`config.mk`:
```
export PLATFORM = sky130hd
export DESIGN_NAME = seg_scan_ctrl
export DESIGN_NICKNAME = d
export VERILOG_FILES = /design/src/rtl/seg_scan_ctrl.sv
export SDC_FILE = /design/constraint.sdc
export NUM_CORES = 1
export LEC_CHECK = 0
export BUFFER_PORTS_ARGS = -buffer_cell sky130_fd_sc_hd__buf_2
export CORE_MARGIN = 1.5
export CORE_UTILIZATION = 56
export DETAILED_ROUTE_END_ITERATION = 8
export PLACE_DENSITY = 0.83
export SLEW_MARGIN = 10
export SYNTH_ARGS = -nofsm -noshare
export SYNTH_HDL_FRONTEND = slang
export SYNTH_SLANG_ARGS = --single-unit
```
`constraint.sdc`:
```
create_clock -name CLK_12 -period 3.75 [get_ports CLK_12]
set_input_delay 0.75 -clock CLK_12 [delete_from_list [all_inputs] [get_ports CLK_12]]
set_output_delay 0.75 -clock CLK_12 [all_outputs]
set_load 0.02 [all_outputs]
```
`src/rtl/seg_scan_ctrl.sv`:
```
// seg_scan_ctrl: scan scheduler for a multiplexed 7-segment display.
// The display data is held in shadow registers that load only at frame wrap.
// Each digit slot starts with a blanking gap, and per-digit blink is supported.
// Ports:
//   CLK_12       board clock, rising edge
//   nCR          asynchronous active-low reset
//   digits_in    4-bit code per digit, digit k = [4k+3:4k]
//   dp_in        decimal point request per digit
//   blink_mask   1 = digit participates in blink
//   blink_phase  1 = blinking digits dark (sampled every cycle)
//   sel          current digit index
//   dig_en       digit driver enable (inverted when ACT_LOW)
//   seg          {dp,g,f,e,d,c,b,a}, 1 = lit (inverted when ACT_LOW)
//   frame_start  1-cycle pulse on the first cycle of each frame
module seg_scan_ctrl #(
    parameter int unsigned DIGITS  = 6,
    parameter int unsigned DWELL   = 128,
    parameter int unsigned BLANK   = 8,
    parameter int unsigned ACT_LOW = 0
) (
    input  logic                  CLK_12,
    input  logic                  nCR,
    input  logic [4*DIGITS-1:0]   digits_in,
    input  logic [DIGITS-1:0]     dp_in,
    input  logic [DIGITS-1:0]     blink_mask,
    input  logic                  blink_phase,
    output logic [2:0]            sel,
    output logic                  dig_en,
    output logic [7:0]            seg,
    output logic                  frame_start
);

    localparam int unsigned CW  = $clog2(DWELL);
    localparam logic        INV = (ACT_LOW != 0);

    typedef enum logic {ST_BLANK, ST_SHOW} state_t;

    state_t              state_q, state_d;
    logic [CW-1:0]       cnt_q, cnt_d;
    logic [2:0]          sel_d;
    logic                slot_end, wrap;
    logic [4*DIGITS-1:0] sh_dig_q, sh_dig_d;
    logic [DIGITS-1:0]   sh_dp_q, sh_dp_d;
    logic [DIGITS-1:0]   sh_blk_q, sh_blk_d;
    logic [3:0]          cur_code;
    logic                cur_dp, cur_blk;
    logic [7:0]          seg_d;
    logic                dig_en_d;

    function automatic logic [6:0] decode(input logic [3:0] code);
        logic [6:0] r;
        case (code)
            4'h0:    r = 7'h3F;
            4'h1:    r = 7'h06;
            4'h2:    r = 7'h5B;
            4'h3:    r = 7'h4F;
            4'h4:    r = 7'h66;
            4'h5:    r = 7'h6D;
            4'h6:    r = 7'h7D;
            4'h7:    r = 7'h07;
            4'h8:    r = 7'h7F;
            4'h9:    r = 7'h6F;
            4'hA:    r = 7'h40;
            default: r = 7'h00;
        endcase
        return r;
    endfunction

    // Slot counter, digit index and frame-boundary shadow load
    always_comb begin
        slot_end = (cnt_q == CW'(DWELL - 1));
        wrap     = slot_end && (sel == 3'(DIGITS - 1));
        cnt_d    = slot_end ? '0 : cnt_q + CW'(1);
        sel_d    = wrap ? 3'd0 : (slot_end ? sel + 3'd1 : sel);
        sh_dig_d = wrap ? digits_in  : sh_dig_q;
        sh_dp_d  = wrap ? dp_in      : sh_dp_q;
        sh_blk_d = wrap ? blink_mask : sh_blk_q;
    end

    // State register
    always_ff @(posedge CLK_12 or negedge nCR) begin
        if (!nCR) begin
            state_q <= ST_BLANK;
        end else begin
            state_q <= state_d;
        end
    end

    // Next state: blanking gap at slot start, then show until slot end
    always_comb begin
        state_d = state_q;
        case (state_q)
            ST_BLANK: if (cnt_d == CW'(BLANK)) state_d = ST_SHOW;
            ST_SHOW:  if (slot_end)            state_d = ST_BLANK;
            default:                           state_d = ST_BLANK;
        endcase
    end

    // Output values for the next cycle, from next state/index/shadow
    always_comb begin
        cur_code = 4'hF;
        cur_dp   = 1'b0;
        cur_blk  = 1'b0;
        seg_d    = 8'h00;
        dig_en_d = 1'b0;
        for (int k = 0; k < int'(DIGITS); k++) begin
            if (sel_d == 3'(k)) begin
                cur_code = sh_dig_d[4*k +: 4];
                cur_dp   = sh_dp_d[k];
                cur_blk  = sh_blk_d[k];
            end
        end
        if (state_d == ST_SHOW) begin
            dig_en_d = 1'b1;
            if (!(cur_blk && blink_phase)) begin
                seg_d = {cur_dp, decode(cur_code)};
            end
        end
    end

    // Datapath and output registers; polarity applied before the flops
    always_ff @(posedge CLK_12 or negedge nCR) begin
        if (!nCR) begin
            cnt_q       <= '0;
            sel         <= 3'd0;
            sh_dig_q    <= {DIGITS{4'hF}};
            sh_dp_q     <= '0;
            sh_blk_q    <= '0;
            seg         <= {8{INV}};
            dig_en      <= INV;
            frame_start <= 1'b0;
        end else begin
            cnt_q       <= cnt_d;
            sel         <= sel_d;
            sh_dig_q    <= sh_dig_d;
            sh_dp_q     <= sh_dp_d;
            sh_blk_q    <= sh_blk_d;
            seg         <= seg_d ^ {8{INV}};
            dig_en      <= dig_en_d ^ INV;
            frame_start <= wrap;
        end
    end

endmodule

```
Word level (Yosys, flattened, before mapping)
Memory sizes are Yosys's and may differ from the RTL's.
Index checks and enable logic that the tools add are counted.
- reduce and logical (&&, ||, !) cells: 3
- equal/unequal tests: 8
- bitwise operators: 1
- multiplexer cells: 30
- add/sub/neg operators: 2
- operators with widths (kind ; count):
    24-bit two-way mux ; 1
    4-bit two-way mux ; 6
    8-bit two-way mux ; 2
    1-bit two-way mux ; 15
    6-bit two-way mux ; 2
    3-bit == test (second input constant) ; 3
    7-bit by 1-bit adder with 7-bit output (second input constant) ; 1
    7-bit by 4-bit == test with 1-bit output (second input constant) ; 1
    7-bit == test (second input constant) ; 1
    7-bit two-way mux ; 1
    3-bit by 2-bit == test with 1-bit output (second input constant) ; 2
    3-bit two-way mux ; 2
    3-bit by 1-bit adder with 3-bit output (second input constant) ; 1
    3-bit by 1-bit == test with 1-bit output (second input constant) ; 1
    3-bit zero test ; 1
    1-bit logical AND ; 2
    1-bit one-hot mux with 2 select lines ; 1
    1-bit NOT ; 1
- memory bits (read-only): 112
- register bits: 57
- memories kept: 1
- memory list (memory ; words ; width ; rd ports ; clocked after memory_dff ; wr ports ; RTL line ; text):
    (name not given) ; 16 ; 7 ; 1 ; 0 ; 0 ; 52 ; case (code)

Longest topological paths before layout
- depth in word-level cells: 13
- depth in mapped cells: 16

Worst setup path before layout
Ideal clock, no wire load.
- path type: register -> register
- from: register sel[1]
- to: register seg[0]
- cell stages (with the launch flop): 16
- setup slack: 426 ps
- data required time: 3663 ps
- clock period less this slack: 3324 ps
- path buffers: 3
- data arrival time: 3237 ps
- cells stage by stage: dfrtp_1 inv_1 ha_1 buf_6 nand2_1 nor3_4 buf_6 buf_2 mux2_2 mux2i_1 nand2_1 and3_1 o22a_1 ha_1 mux2_4 a211oi_2
- elaborated cells on any way between the ends: 29
- RTL lines (element ; RTL line ; text):
    from (decl) ; 27 ; output logic [2:0] sel,
    from (signal assigned) ; 134 ; sel <= sel_d;
    3-bit == test ; 72 ; wrap = slot_end && (sel == 3'(DIGITS - 1));
    1-bit logical AND ; 72 ;
    24-bit two-way mux ; 75 ; sh_dig_d = wrap ? digits_in : sh_dig_q;
    net sh_dig_d[8] ; 42 ; logic [4*DIGITS-1:0] sh_dig_q, sh_dig_d;
    4-bit two-way mux (4 in a row) ; 107 ; if (sel_d == 3'(k)) begin
    memory 16 x 7 bit ; -- ;
    8-bit two-way mux ; 115 ; if (!(cur_blk && blink_phase)) begin
    8-bit two-way mux ; 113 ; if (state_d == ST_SHOW) begin
    net seg_d[0] ; 47 ; logic [7:0] seg_d;
    to (signal assigned) ; 129 ; seg <= {8{INV}};
    to (signal assigned) ; 138 ; seg <= seg_d ^ {8{INV}};
    to (decl) ; 29 ; output logic [7:0] seg,
The timed path passes the listed nets, and every way through them passes these cells.

Worst setup path after layout
- from: register sel[0]
- to: register seg[5]
- elaborated cells on any way between the ends: 29
- RTL lines (element ; RTL line):
    3-bit == test ; 72
    1-bit logical AND ; 72
    24-bit two-way mux ; 75
    net sh_dig_d[17] ; 42
    4-bit two-way mux (2 in a row) ; 107
    memory 16 x 7 bit ; --
    8-bit two-way mux ; 115
    8-bit two-way mux ; 113
    net seg_d[5] ; 47
The timed path passes the listed nets, and every way through them passes these cells.

==> impl_metrics.json <==
{
  "antenna_found_initial": 0,
  "clk_path_buf_depth": 2,
  "critPathMaxStageDelay_ns": 0.56,
  "worstPathCellList": "ha_1 -> nand2_1 -> nor3_4 -> buf_4 -> mux2_2 -> o22ai_1 -> a211o_1 -> inv_1 -> ha_1 -> or2_0 -> a311oi_1",
  "grt_max_degree": 51,
  "hold_path_class": "register to register",
  "avgSynthCellArea_sq_um": 10.5,
  "synth_largest_area_cell": "dfrtp_1",
  "dr.pass1.iters": 4,
  "dp_cells": 407,
  "ys_warn_count": 0,
  "syn2layout_area_growth_pct": 14.6,
  "startpoint": "sel[0]$_DFF_PN0_",
  "synth_top_area_frac": 0.263,
  "start_kind": "register",
  "cp.depth": 11,
  "finalHoldViolCount": 0,
  "ys_seq_area_frac": 0.469,
  "multi_input_area_sq_um": 1510,
  "clkTransAtPathRegs_ns": 0.10,
  "synth-seq-cells": 56,
  "final_cells": 418,
  "rsz0062_at_grt": "false",
  "path_delay_family": "simple AND/OR/NAND/NOR gates",
  "rows": 26,
  "grt_pass1_wl_um": 11800,
  "finalMaxSlewViolations": 0,
  "grt_pass1_vias": 2467,
  "dp_hpwl_um": 5310,
  "num_vias": 2407,
  "detail_route.wl_per_cell_um": 17.0,
  "finish.instance_area_sq_um": 3500,
  "max_clock_freq_ghz": 0.296,
  "clock_latency_ns": 0.32,
  "setup_viol": 0,
  "ys.flop_type": "dfrtp_1",
  "diodes": 0,
  "min_path_cells": 2,
  "reg2reg_to": "seg[5]$_DFF_PN0_",
  "cpMaxStageDelayCell": "dfrtp_1",
  "crit_fanout": 13,
  "syn_nets": 338,
  "postSynthCellCount": 291,
  "cts_tree": "done",
  "pin_count": 52,
  "place_area_sq_um": 3370,
  "slew_headroom": 0.285,
  "wl_um": 7090,
  "cts.sinks": 56,
  "crit_end": "seg[5]$_DFF_PN0_",
  "p_leak_nw": 1.64,
  "arrival_ns": 3.61,
  "hold_ws_ns": 0.461,
  "path_common_cell": "ha_1",
  "htreeDepth": 2,
  "path_buf_inv": 2,
  "dr.first_iter.drc_count": 141,
  "synth-async-reset-ratio": 1.00,
  "criticalPathCategory": "register to register",
  "initial_core_util": 0.590,
  "die_w_um": 76.8,
  "timing.final.crit_share": 0.902,
  "outcome": "finished, final reports clean",
  "root_buffer": "clkbuf_8",
  "antenna_left": 0,
  "regArea_sq_um": 1430,
  "finClkSkew_ns": 0.00778,
  "cp.required_ns": 3.98,
  "reg2reg_setup_slack_ns": 0.37,
  "gp_congestion": 0.937,
  "core_area_sq_um": 5170,
  "cts_buffers": 5,
  "rr_startpoint": "sel[0]$_DFF_PN0_",
  "tightest_slew_ns": 1.07,
  "fp.dieH_um": 76.8,
  "route.detailed.drc": 0,
  "reg2reg_depth": 11,
  "grtUsageTotal": 0.258,
  "via_per_inst": 5.76,
  "fin_crit_ns": 3.38,
  "numPortBuffers": 51,
  "overflow": 0,
  "synth_area_leaders": "dfrtp_1 (26%), dfstp_2 (21%), nand2_1 (7.8%)",
  "tns_ns": 0,
  "dieArea_sq_um": 5900,
  "peakVddDrop_uv": 176,
  "post-route-util": 0.676,
  "synth.distinct_cells": 69,
  "holdBufCountCts": 0,
  "nets": 394,
  "max-cap-violations": 0,
  "cp-end-kind": "register",
  "synth_edf_count": 0,
  "power_density_nw_per_um2": 282,
  "nFillCells": 398,
  "syn_area_sq_um": 3050,
  "drive_above_1_share": 0.368
}
## cell families (layout without fill, tap and decap cells)
kind of cell | count (synthesis) | in the layout | share of synthesized area
adders and majority gates | 8 | 8 | 0.0328
DFF | 56 | 56 | 0.469
xor gates and xnor gates | 5 | 5 | 0.0144
AOI/OAI and AO/OA | 63 | 63 | 0.175
muxes | 27 | 27 | 0.101
and+or+nand+nor | 107 | 107 | 0.169
buffers and inverters | 25 | 82 | 0.0390
## state kept, by name, indices dropped and copies added (netlist names)
| register | count |
|---|---|
| dig_en | 1 |
| cnt_q | 7 |
| seg | 8 |
| sh_dp_q | 6 |
| frame_start | 1 |
| sel | 3 |
| sh_blk_q | 6 |
| sh_dig_q | 24 |
## cell usage after synthesis (3+ instances only)
library cell,count
mux2_2,16
nor2_1,12
xnor2_1,3
buf_2,5
o21ai_0,10
nand3_1,3
o211ai_1,3
mux2i_1,9
nand4_1,4
dfrtp_1,32
inv_1,13
a221oi_1,5
and3_1,4
a211oi_1,3
a21oi_1,5
dfstp_2,24
a22oi_1,3
nand2_1,63
ha_1,8
## cell usage in the layout, fill, tap and decap left out, drive strengths merged, types with 2 or more instances in the layout
cell type and instances:
a221oi 5, ha 8, a21oi 6, a311oi 2, a21o 2, nand4 4
clkinvlp 2, a32o 2, nand3 5, dfstp 24, nor2b 2, nand2b 2
clkbuf 6, nor3 4, o21ai 11, a31oi 3, inv 14, a211oi 4
xnor2 3, mux2i 9, o211ai 3, mux2 17, buf 60, xor2 2
dfrtp 32, and3 4, a21boi 3, a211o 2, a22oi 5, nand3b 2
a41oi 2, or2 2, o22ai 3, nor2 12, nand2 64
## metal layers
metal / vias to the layer above / share of wire / track usage
met5: - / 0 / 0
met2: 75 / 0.50 / 0.446
met3: 14 / 0.044 / 0.0440
met4: 0 / 0.021 / 0.107
met1: 1166 / 0.43 / 0.317
li1: 1152 / - / -
## worst min-delay path, stage by stage, from the launching register on
cell and delay (ns):
dfstp_2 0.38, nand2_1 0.05, nand2_1 0.04
## cell type report
class	instances	share of cell area
clock buffers	6	0.0236
well taps	70	0.0250
inverters	14	0.0150
multi-input cells	210	0.430
clock inverters	2	0.00429
repair buffers	60	0.0923
flip-flops and latches	56	0.409
## worst min-delay path by stage
stage          slack [ns]                    from                endpoint
4_1_cts              0.47  sh_dig_q[13]$_DFF_PN1_  sh_dig_q[13]$_DFF_PN1_
2_1_floorplan        0.43  sh_dig_q[13]$_DFF_PN1_  sh_dig_q[13]$_DFF_PN1_
3_5_place_dp         0.45  sh_dig_q[13]$_DFF_PN1_  sh_dig_q[13]$_DFF_PN1_
5_1_grt              0.48  sh_dig_q[13]$_DFF_PN1_  sh_dig_q[13]$_DFF_PN1_
3_3_place_gp         0.44  sh_dig_q[13]$_DFF_PN1_  sh_dig_q[13]$_DFF_PN1_
6_report             0.46  sh_dig_q[13]$_DFF_PN1_  sh_dig_q[13]$_DFF_PN1_
## repair_timing
item | 4_1_cts | 5_1_grt
gates resized for setup | 0 | 1
buffers inserted | 0 | 3
endpoints found under the setup margin | 0 | 2
## power breakdown
part           internal (W)   total, W  switching (W)
sequential         0.000605   0.000605              0
clock              0.000150   0.000349       0.000199
combinational     0.0000150  0.0000332      0.0000182
total              0.000770   0.000987       0.000218
## metrics by stage
stage | setup slack, ns | power (W)
4_1_cts | 0.215 | 0.000993
3_3_place_gp | 0.431 | 0.000649
3_5_place_dp | 0.209 | 0.000650
2_1_floorplan | 0.426 | 0.000617
5_1_grt | 0.0437 | 0.00102
6_report | 0.366 | 0.000987
No activity file was read; power rests on OpenSTA's default activity.
